`config.mk`:
```
export PLATFORM = sky130hd
export DESIGN_NAME = pe_mac_pipe_flat
export DESIGN_NICKNAME = d
export VERILOG_FILES = /design/src/rtl/pe_mac_if.sv /design/src/rtl/pe_mac_pipe.sv /design/src/flat_wrapper.sv
export SDC_FILE = /design/constraint.sdc
export NUM_CORES = 2
export LEC_CHECK = 0
export ABC_AREA = 1
export CAP_MARGIN = 10
export CORE_MARGIN = 4
export CORE_UTILIZATION = 45
export DETAILED_ROUTE_END_ITERATION = 10
export GPL_TIMING_DRIVEN = 0
export PLACE_DENSITY_LB_ADDON = 0.12
export SLEW_MARGIN = 20
export SYNTH_ARGS = -nofsm -noshare
export SYNTH_HDL_FRONTEND = slang
export SYNTH_SLANG_ARGS = --single-unit
```
`constraint.sdc`:
```
create_clock -name clk -period 5.7 [get_ports clk]
set_input_delay 1.14 -clock clk [delete_from_list [all_inputs] [get_ports clk]]
set_output_delay 1.14 -clock clk [all_outputs]
set_load 0.02 [all_outputs]
```
`src/rtl/pe_mac_if.sv`:
```
// Operand/result bundle for one MAC processing element.
// master drives beats and result acceptance; slave is the PE.
interface pe_mac_if #(
    parameter int DATA_W = 32,
    parameter int ACC_W  = 32
);
    logic              in_valid;
    logic              in_ready;
    logic [DATA_W-1:0] a;
    logic [DATA_W-1:0] b;
    logic              in_clear;
    logic              in_last;
    logic [DATA_W-1:0] a_out;
    logic [DATA_W-1:0] b_out;
    logic              fwd_valid;
    logic [ACC_W-1:0]  c;
    logic [ACC_W-1:0]  res_data;
    logic              res_valid;
    logic              res_ready;
    logic              sat_flag;

    modport master (
        output in_valid, a, b, in_clear, in_last, res_ready,
        input  in_ready, a_out, b_out, fwd_valid, c, res_data, res_valid, sat_flag
    );

    modport slave (
        input  in_valid, a, b, in_clear, in_last, res_ready,
        output in_ready, a_out, b_out, fwd_valid, c, res_data, res_valid, sat_flag
    );
endinterface

```
`src/rtl/pe_mac_pipe.sv`:
```
// Multiply-accumulate processing element with input handshake, optional product register,
// clear/last framing, saturation, backpressured result port and systolic operand forwarding.
module pe_mac_pipe #(
    parameter int DATA_W    = 32,
    parameter int ACC_W     = 32,
    parameter int SIGNED    = 0,
    parameter int SATURATE  = 1,
    parameter int MUL_STAGE = 0
) (
    input logic     clk,
    input logic     rst,
    pe_mac_if.slave bus
);
    localparam int P_W = 2 * DATA_W;
    localparam int S_W = ((ACC_W > P_W) ? ACC_W : P_W) + 1;
    localparam bit SGN = (SIGNED != 0);
    localparam bit SAT = (SATURATE != 0);

    logic              in_ready;
    logic              accept;
    logic [P_W-1:0]    a_x;
    logic [P_W-1:0]    b_x;
    logic [P_W-1:0]    prod;

    logic              s1_valid;
    logic              s1_last;
    logic              st_valid;
    logic              st_clear;
    logic              st_last;
    logic [P_W-1:0]    st_p;

    logic [ACC_W-1:0]  acc;
    logic [ACC_W-1:0]  acc_next;
    logic [ACC_W-1:0]  lim;
    logic [ACC_W-1:0]  res_data;
    logic              res_valid;
    logic              sat_flag;
    logic              sat_next;
    logic              restart;
    logic              start;
    logic              ovf;
    logic              clamp;
    logic [S_W-1:0]    p_x;
    logic [S_W-1:0]    acc_x;
    logic [S_W-1:0]    sum;

    logic [DATA_W-1:0] a_out;
    logic [DATA_W-1:0] b_out;
    logic              fwd_valid;

    // A pending last in stage 1 blocks intake so it can never overwrite an unaccepted result.
    assign in_ready = !((res_valid && !bus.res_ready) || (s1_valid && s1_last));
    assign accept   = bus.in_valid && in_ready;

    // Low P_W bits of the product of extended operands are exact for both signed and unsigned.
    assign a_x  = {{DATA_W{SGN & bus.a[DATA_W-1]}}, bus.a};
    assign b_x  = {{DATA_W{SGN & bus.b[DATA_W-1]}}, bus.b};
    assign prod = a_x * b_x;

    generate
        if (MUL_STAGE != 0) begin : g_mul_reg
            logic [P_W-1:0] s1_p;
            logic           s1_clear;

            always_ff @(posedge clk or posedge rst) begin
                if (rst) begin
                    s1_valid <= 1'b0;
                    s1_clear <= 1'b0;
                    s1_last  <= 1'b0;
                    s1_p     <= '0;
                end else begin
                    s1_valid <= accept;
                    if (accept) begin
                        s1_p     <= prod;
                        s1_clear <= bus.in_clear;
                        s1_last  <= bus.in_last;
                    end
                end
            end

            assign st_valid = s1_valid;
            assign st_clear = s1_clear;
            assign st_last  = s1_last;
            assign st_p     = s1_p;
        end else begin : g_mul_comb
            assign s1_valid = 1'b0;
            assign s1_last  = 1'b0;
            assign st_valid = accept;
            assign st_clear = bus.in_clear;
            assign st_last  = bus.in_last;
            assign st_p     = prod;
        end
    endgenerate

    always_comb begin
        start = st_clear | restart;
        p_x   = {{(S_W-P_W){SGN & st_p[P_W-1]}}, st_p};
        acc_x = {{(S_W-ACC_W){SGN & acc[ACC_W-1]}}, acc};
        sum   = start ? p_x : (acc_x + p_x);
        ovf   = 1'b0;
        lim   = '1;
        if (SGN) begin
            // In range only when every bit from the accumulator sign bit upward agrees.
            ovf = (sum[S_W-1:ACC_W-1] != '0) && (sum[S_W-1:ACC_W-1] != '1);
            lim = sum[S_W-1] ? {1'b1, {(ACC_W-1){1'b0}}} : {1'b0, {(ACC_W-1){1'b1}}};
        end else begin
            ovf = |sum[S_W-1:ACC_W];
        end
        clamp    = SAT && ovf;
        acc_next = clamp ? lim : sum[ACC_W-1:0];
        sat_next = clamp | (sat_flag & !start);
    end

    always_ff @(posedge clk or posedge rst) begin
        if (rst) begin
            acc       <= '0;
            sat_flag  <= 1'b0;
            restart   <= 1'b0;
            res_data  <= '0;
            res_valid <= 1'b0;
            a_out     <= '0;
            b_out     <= '0;
            fwd_valid <= 1'b0;
        end else begin
            fwd_valid <= accept;
            if (accept) begin
                a_out <= bus.a;
                b_out <= bus.b;
            end
            if (res_valid && bus.res_ready) begin
                res_valid <= 1'b0;
            end
            if (st_valid) begin
                acc      <= acc_next;
                sat_flag <= sat_next;
                restart  <= st_last;
                if (st_last) begin
                    res_data  <= acc_next;
                    res_valid <= 1'b1;
                end
            end
        end
    end

    assign bus.in_ready  = in_ready;
    assign bus.a_out     = a_out;
    assign bus.b_out     = b_out;
    assign bus.fwd_valid = fwd_valid;
    assign bus.c         = acc;
    assign bus.res_data  = res_data;
    assign bus.res_valid = res_valid;
    assign bus.sat_flag  = sat_flag;
endmodule

```
`src/flat_wrapper.sv`:
```
// flat-port wrapper written by rule: the top's interface ports become plain ports
module pe_mac_pipe_flat 
#(
    parameter int DATA_W    = 32,
    parameter int ACC_W     = 32,
    parameter int SIGNED    = 0,
    parameter int SATURATE  = 1,
    parameter int MUL_STAGE = 0
)
  (clk, rst, bus_in_valid, bus_a, bus_b, bus_in_clear, bus_in_last, bus_res_ready, bus_in_ready, bus_a_out, bus_b_out, bus_fwd_valid, bus_c, bus_res_data, bus_res_valid, bus_sat_flag);
  pe_mac_if #(.DATA_W(DATA_W), .ACC_W(ACC_W)) bus_i ();
  input logic clk;
  input logic rst;
  input wire logic [$bits(bus_i.in_valid)-1:0] bus_in_valid;
  input wire logic [$bits(bus_i.a)-1:0] bus_a;
  input wire logic [$bits(bus_i.b)-1:0] bus_b;
  input wire logic [$bits(bus_i.in_clear)-1:0] bus_in_clear;
  input wire logic [$bits(bus_i.in_last)-1:0] bus_in_last;
  input wire logic [$bits(bus_i.res_ready)-1:0] bus_res_ready;
  output wire logic [$bits(bus_i.in_ready)-1:0] bus_in_ready;
  output wire logic [$bits(bus_i.a_out)-1:0] bus_a_out;
  output wire logic [$bits(bus_i.b_out)-1:0] bus_b_out;
  output wire logic [$bits(bus_i.fwd_valid)-1:0] bus_fwd_valid;
  output wire logic [$bits(bus_i.c)-1:0] bus_c;
  output wire logic [$bits(bus_i.res_data)-1:0] bus_res_data;
  output wire logic [$bits(bus_i.res_valid)-1:0] bus_res_valid;
  output wire logic [$bits(bus_i.sat_flag)-1:0] bus_sat_flag;
  assign bus_i.in_valid = bus_in_valid;
  assign bus_i.a = bus_a;
  assign bus_i.b = bus_b;
  assign bus_i.in_clear = bus_in_clear;
  assign bus_i.in_last = bus_in_last;
  assign bus_i.res_ready = bus_res_ready;
  assign bus_in_ready = bus_i.in_ready;
  assign bus_a_out = bus_i.a_out;
  assign bus_b_out = bus_i.b_out;
  assign bus_fwd_valid = bus_i.fwd_valid;
  assign bus_c = bus_i.c;
  assign bus_res_data = bus_i.res_data;
  assign bus_res_valid = bus_i.res_valid;
  assign bus_sat_flag = bus_i.sat_flag;
  pe_mac_pipe #(.DATA_W(DATA_W), .ACC_W(ACC_W), .SIGNED(SIGNED), .SATURATE(SATURATE), .MUL_STAGE(MUL_STAGE)) u_core (.clk(clk), .rst(rst), .bus(bus_i));
endmodule
```
==> impl_metrics.csv <==
group,metric,value,unit
status,status,"complete, but fails checks",
status,violations,"negative setup slack",
routing,drtIter0Drc,3285,
timing,period_share,166,%
routing,wl,178000,um
timing,period_needed,9.44,ns
floorplanning,core,0.0989,mm2
timing,rsz0062_at_grt,"yes",
routing,wl_per_cell,22.6,um
clock_network,tritoncts,"built",
floorplanning,num_io_pins,202,
critical_path,rrSetupSlack,1.62,ns
global_route,grt_pass1_vias,41500,
yosys,syn_area_per_cell,7.20,um2
global_route,grt_pass1_wl,264000,um
timing,finalHoldViolations,0,
yosys,ys_ff_latch,132,
min_path,hold_class,"reg -> reg",
floorplanning,die_h,325,um
placed_design,placement.io_buffers,137,
routing,drc,0,
clock_network,clk_path_buf_depth,2,
final_layout,post_route_cells_drive_above_1_share,14.3,%
yosys,seq_area_frac_synth,7.33,%
global_route,grtUsageTotal,33.8,%
global_route,antenna_found_initial,4,
clock_network,clockRootBuffer,"clkbuf_16",
final_layout,area_growth,20.7,%
min_path,hold_depth,2,
final_layout,layout.nets,7843,
critical_path,cp_max_fo,9,
global_route,grt_max_degree,95,
yosys,syn_inst,6259,
clock_network,htree_levels,4,
critical_path,cpPeakStageDelay,0.64,ns
timing,drv_slew,0,
timing,setup_ws,-3.74,ns
yosys,async_flop_share,100,%
yosys,yosys.area_share.simple,24.0,%
yosys,synth_compound_area_share,2.43,%
routing,firstDrtPassIters,7,
timing,worst_pin_slew,1.04,ns
floorplanning,num_rows,115,
floorplanning,fp.dieW,325,um
yosys,mappedNetlistArea,0.0451,mm2
clock_network,clock-sinks,132,
timing,max_freq,0.106,GHz
global_route,overflow,0,
critical_path,reg2reg_depth,27,
floorplanning,initial_core_util,45.6,%
floorplanning,dieArea,0.105,mm2
timing,max-slew-margin-rel,30.4,%
placed_design,place.gp.congestion,1.01,
critical_path,worstSetupPathType,"in -> reg",
yosys,synth_top_family_by_area,"adder cells",
yosys,synth_edf_count,0,
critical_path,worstSetupStartpointType,"input port",
placed_design,place_ws,-6.02,ns
critical_path,slowest_stage,"fa_2",
yosys,synthAdderAreaFrac,48.0,%
timing,clock_skew,0.0201,ns
yosys,synthFlopType,"dfrtp_1",
routing,antenna_left,0,
flow_run,drv_cap,0,
placed_design,hpwl,149000,um
clock_network,cts_buffers,17,
clock_network,path_clk_slew,0.09,ns
timing,setup_viol,65,
clock_network,clk_latency,0.51,ns
yosys,synth_warnings,0,
yosys,yosysUniqueCellTypes,48,
critical_path,crit_arrival,9.85,ns
routing,vias,40500,
yosys,synth_nets,7521,
routing,vias_per_cell,5.14,
clock_network,cts_hold_buf,0,
yosys,synthXorXnorAreaFrac,1.15,%
yosys,muxShareOfSynthArea,0.0444,%
critical_path,cp-end-kind,"flip-flop",
critical_path,crit_required,6.11,ns
[area by class of cell]
class,instances,area [um2]
Antenna cell,2,5.00
Multi-Input combinational cell,4100,35900
Tap cell,1287,1610
Buffer,296,3570
Fill cell,9559,44400
Timing Repair Buffer,303,2870
Sequential cell,132,3300
Inverter,1731,6510
Clock inverter,15,194
Clock buffer,17,425
[kinds of logic (layout without fill, tap and decap cells)]
group | after synthesis | count (layout)
flip-flops | 132 | 132
buffers and inverters | 2027 | 2362
adder cells (fa/ha/maj) | 1192 | 1192
XOR/XNOR | 59 | 59
AND/OR/NAND/NOR | 2645 | 2645
other | 0 | 2
AO/OA/AOI/OAI | 202 | 202
multiplexers | 2 | 2
[registers in the layout (all words and copies together), names as in the netlist]
signal	count
u_core.bus.fwd_valid	1
u_core.bus.sat_flag	1
u_core.restart	1
u_core.bus.c	32
u_core.bus.b_out	32
u_core.bus.res_valid	1
u_core.bus.a_out	32
u_core.bus.res_data	32
[per-stage QoR]
stage / utilization, % / cells / area [um2] / setup TNS [ns] / hold WS, ns
2_1_floorplan: - / 6259 / 45800 / -213.48 / 0.451
3_3_place_gp: 49.4 / 7683 / 48800 / -578.97 / 0.461
3_5_place_dp: 49.4 / 7685 / 48900 / -387.98 / 0.465
4_1_cts: 53.1 / 7780 / 52500 / -244.72 / 0.484
5_1_grt: 55.0 / 7881 / 54400 / -260.24 / 0.495
6_report: 55.0 / 7883 / 54400 / -241.18 / 0.481
[cells in the final DEF, fill, tap and decap left out, types with 26 or more instances in the layout]
cell type | netlist | routed
a21oi_1 | 93 | 77
buf_12 | 3 | 26
buf_4 | 0 | 163
buf_6 | 3 | 30
clkbuf_1 | 272 | 40
clkbuf_16 | 0 | 75
clkbuf_2 | 0 | 43
clkbuf_8 | 0 | 39
clkdlybuf4s50_1 | 0 | 137
dfrtp_1 | 132 | 132
fa_1 | 897 | 856
fa_2 | 0 | 41
ha_1 | 295 | 263
ha_4 | 0 | 29
inv_1 | 1700 | 1648
inv_2 | 24 | 75
nand2_1 | 2136 | 2039
nand2_2 | 46 | 108
nand2_4 | 2 | 35
nand3_1 | 134 | 121
nand3_2 | 39 | 39
nor2_1 | 195 | 150
nor2_2 | 33 | 49
nor2_4 | 13 | 42
o21ai_0 | 71 | 59
[worst max-delay path: cells and delay by family]
family	cells	cell delay, ns
XOR/XNOR	1	0.22
adder cells (fa/ha/maj)	10	4.84
buffers and inverters	13	1.26
AND/OR/NAND/NOR	26	2.33
[path summary, 6_finish.rpt]
check                                      from                      end
min                        u_core.bus.a_out[29]     u_core.bus.a_out[29]
min in group asynchronous                   rst      u_core.bus.b_out[7]
max in group asynchronous                   rst     u_core.bus.a_out[28]
max                                    bus_b[2]  u_core.bus.res_data[16]
max reg2reg                     u_core.bus.c[0]  u_core.bus.res_data[16]
min reg2reg                u_core.bus.a_out[29]     u_core.bus.a_out[29]
[what timing repair did]
item	in CTS	in global routing
cloned	0	10
pin swaps	84	181
gates resized for setup	576	402
setup buffers	63	91
setup endpoints to repair	65	65
[cells in the mapped netlist, types with 4 or more instances]
master	count	area (um2)
o21ai_0	71	355
nand3_2	39	390
buf_2	8	40.0
clkbuf_1	272	1020
ha_1	295	3690
nand3_1	134	671
xor2_1	41	359
a31oi_1	10	62.6
nor2_2	33	206
nand2_2	46	288
dfrtp_1	132	3300
buf_1	10	37.5
a21oi_1	93	465
o21bai_1	7	52.6
nand4_1	22	138
o22ai_1	4	25.0
xnor2_1	18	158
nand3b_1	7	52.6
fa_1	897	18000
nor2_1	195	732
inv_2	24	90.1
nor3_1	6	30.0
nor2_4	13	146
clkinv_1	6	22.5
inv_1	1700	6380
nand2_1	2136	8020
[layer usage]
layer	global-route usage, %	routed length, um	up-vias
met3	6.95	16200	396
met5	0	27	-
met1	44.0	70900	20100
li1	-	-	18300
met2	54.7	80600	1744
met4	14.9	10300	4
Power is left out: the tool's default activity adds up to more than one toggle a clock period on the data nets, which glitch-free logic cannot reach.
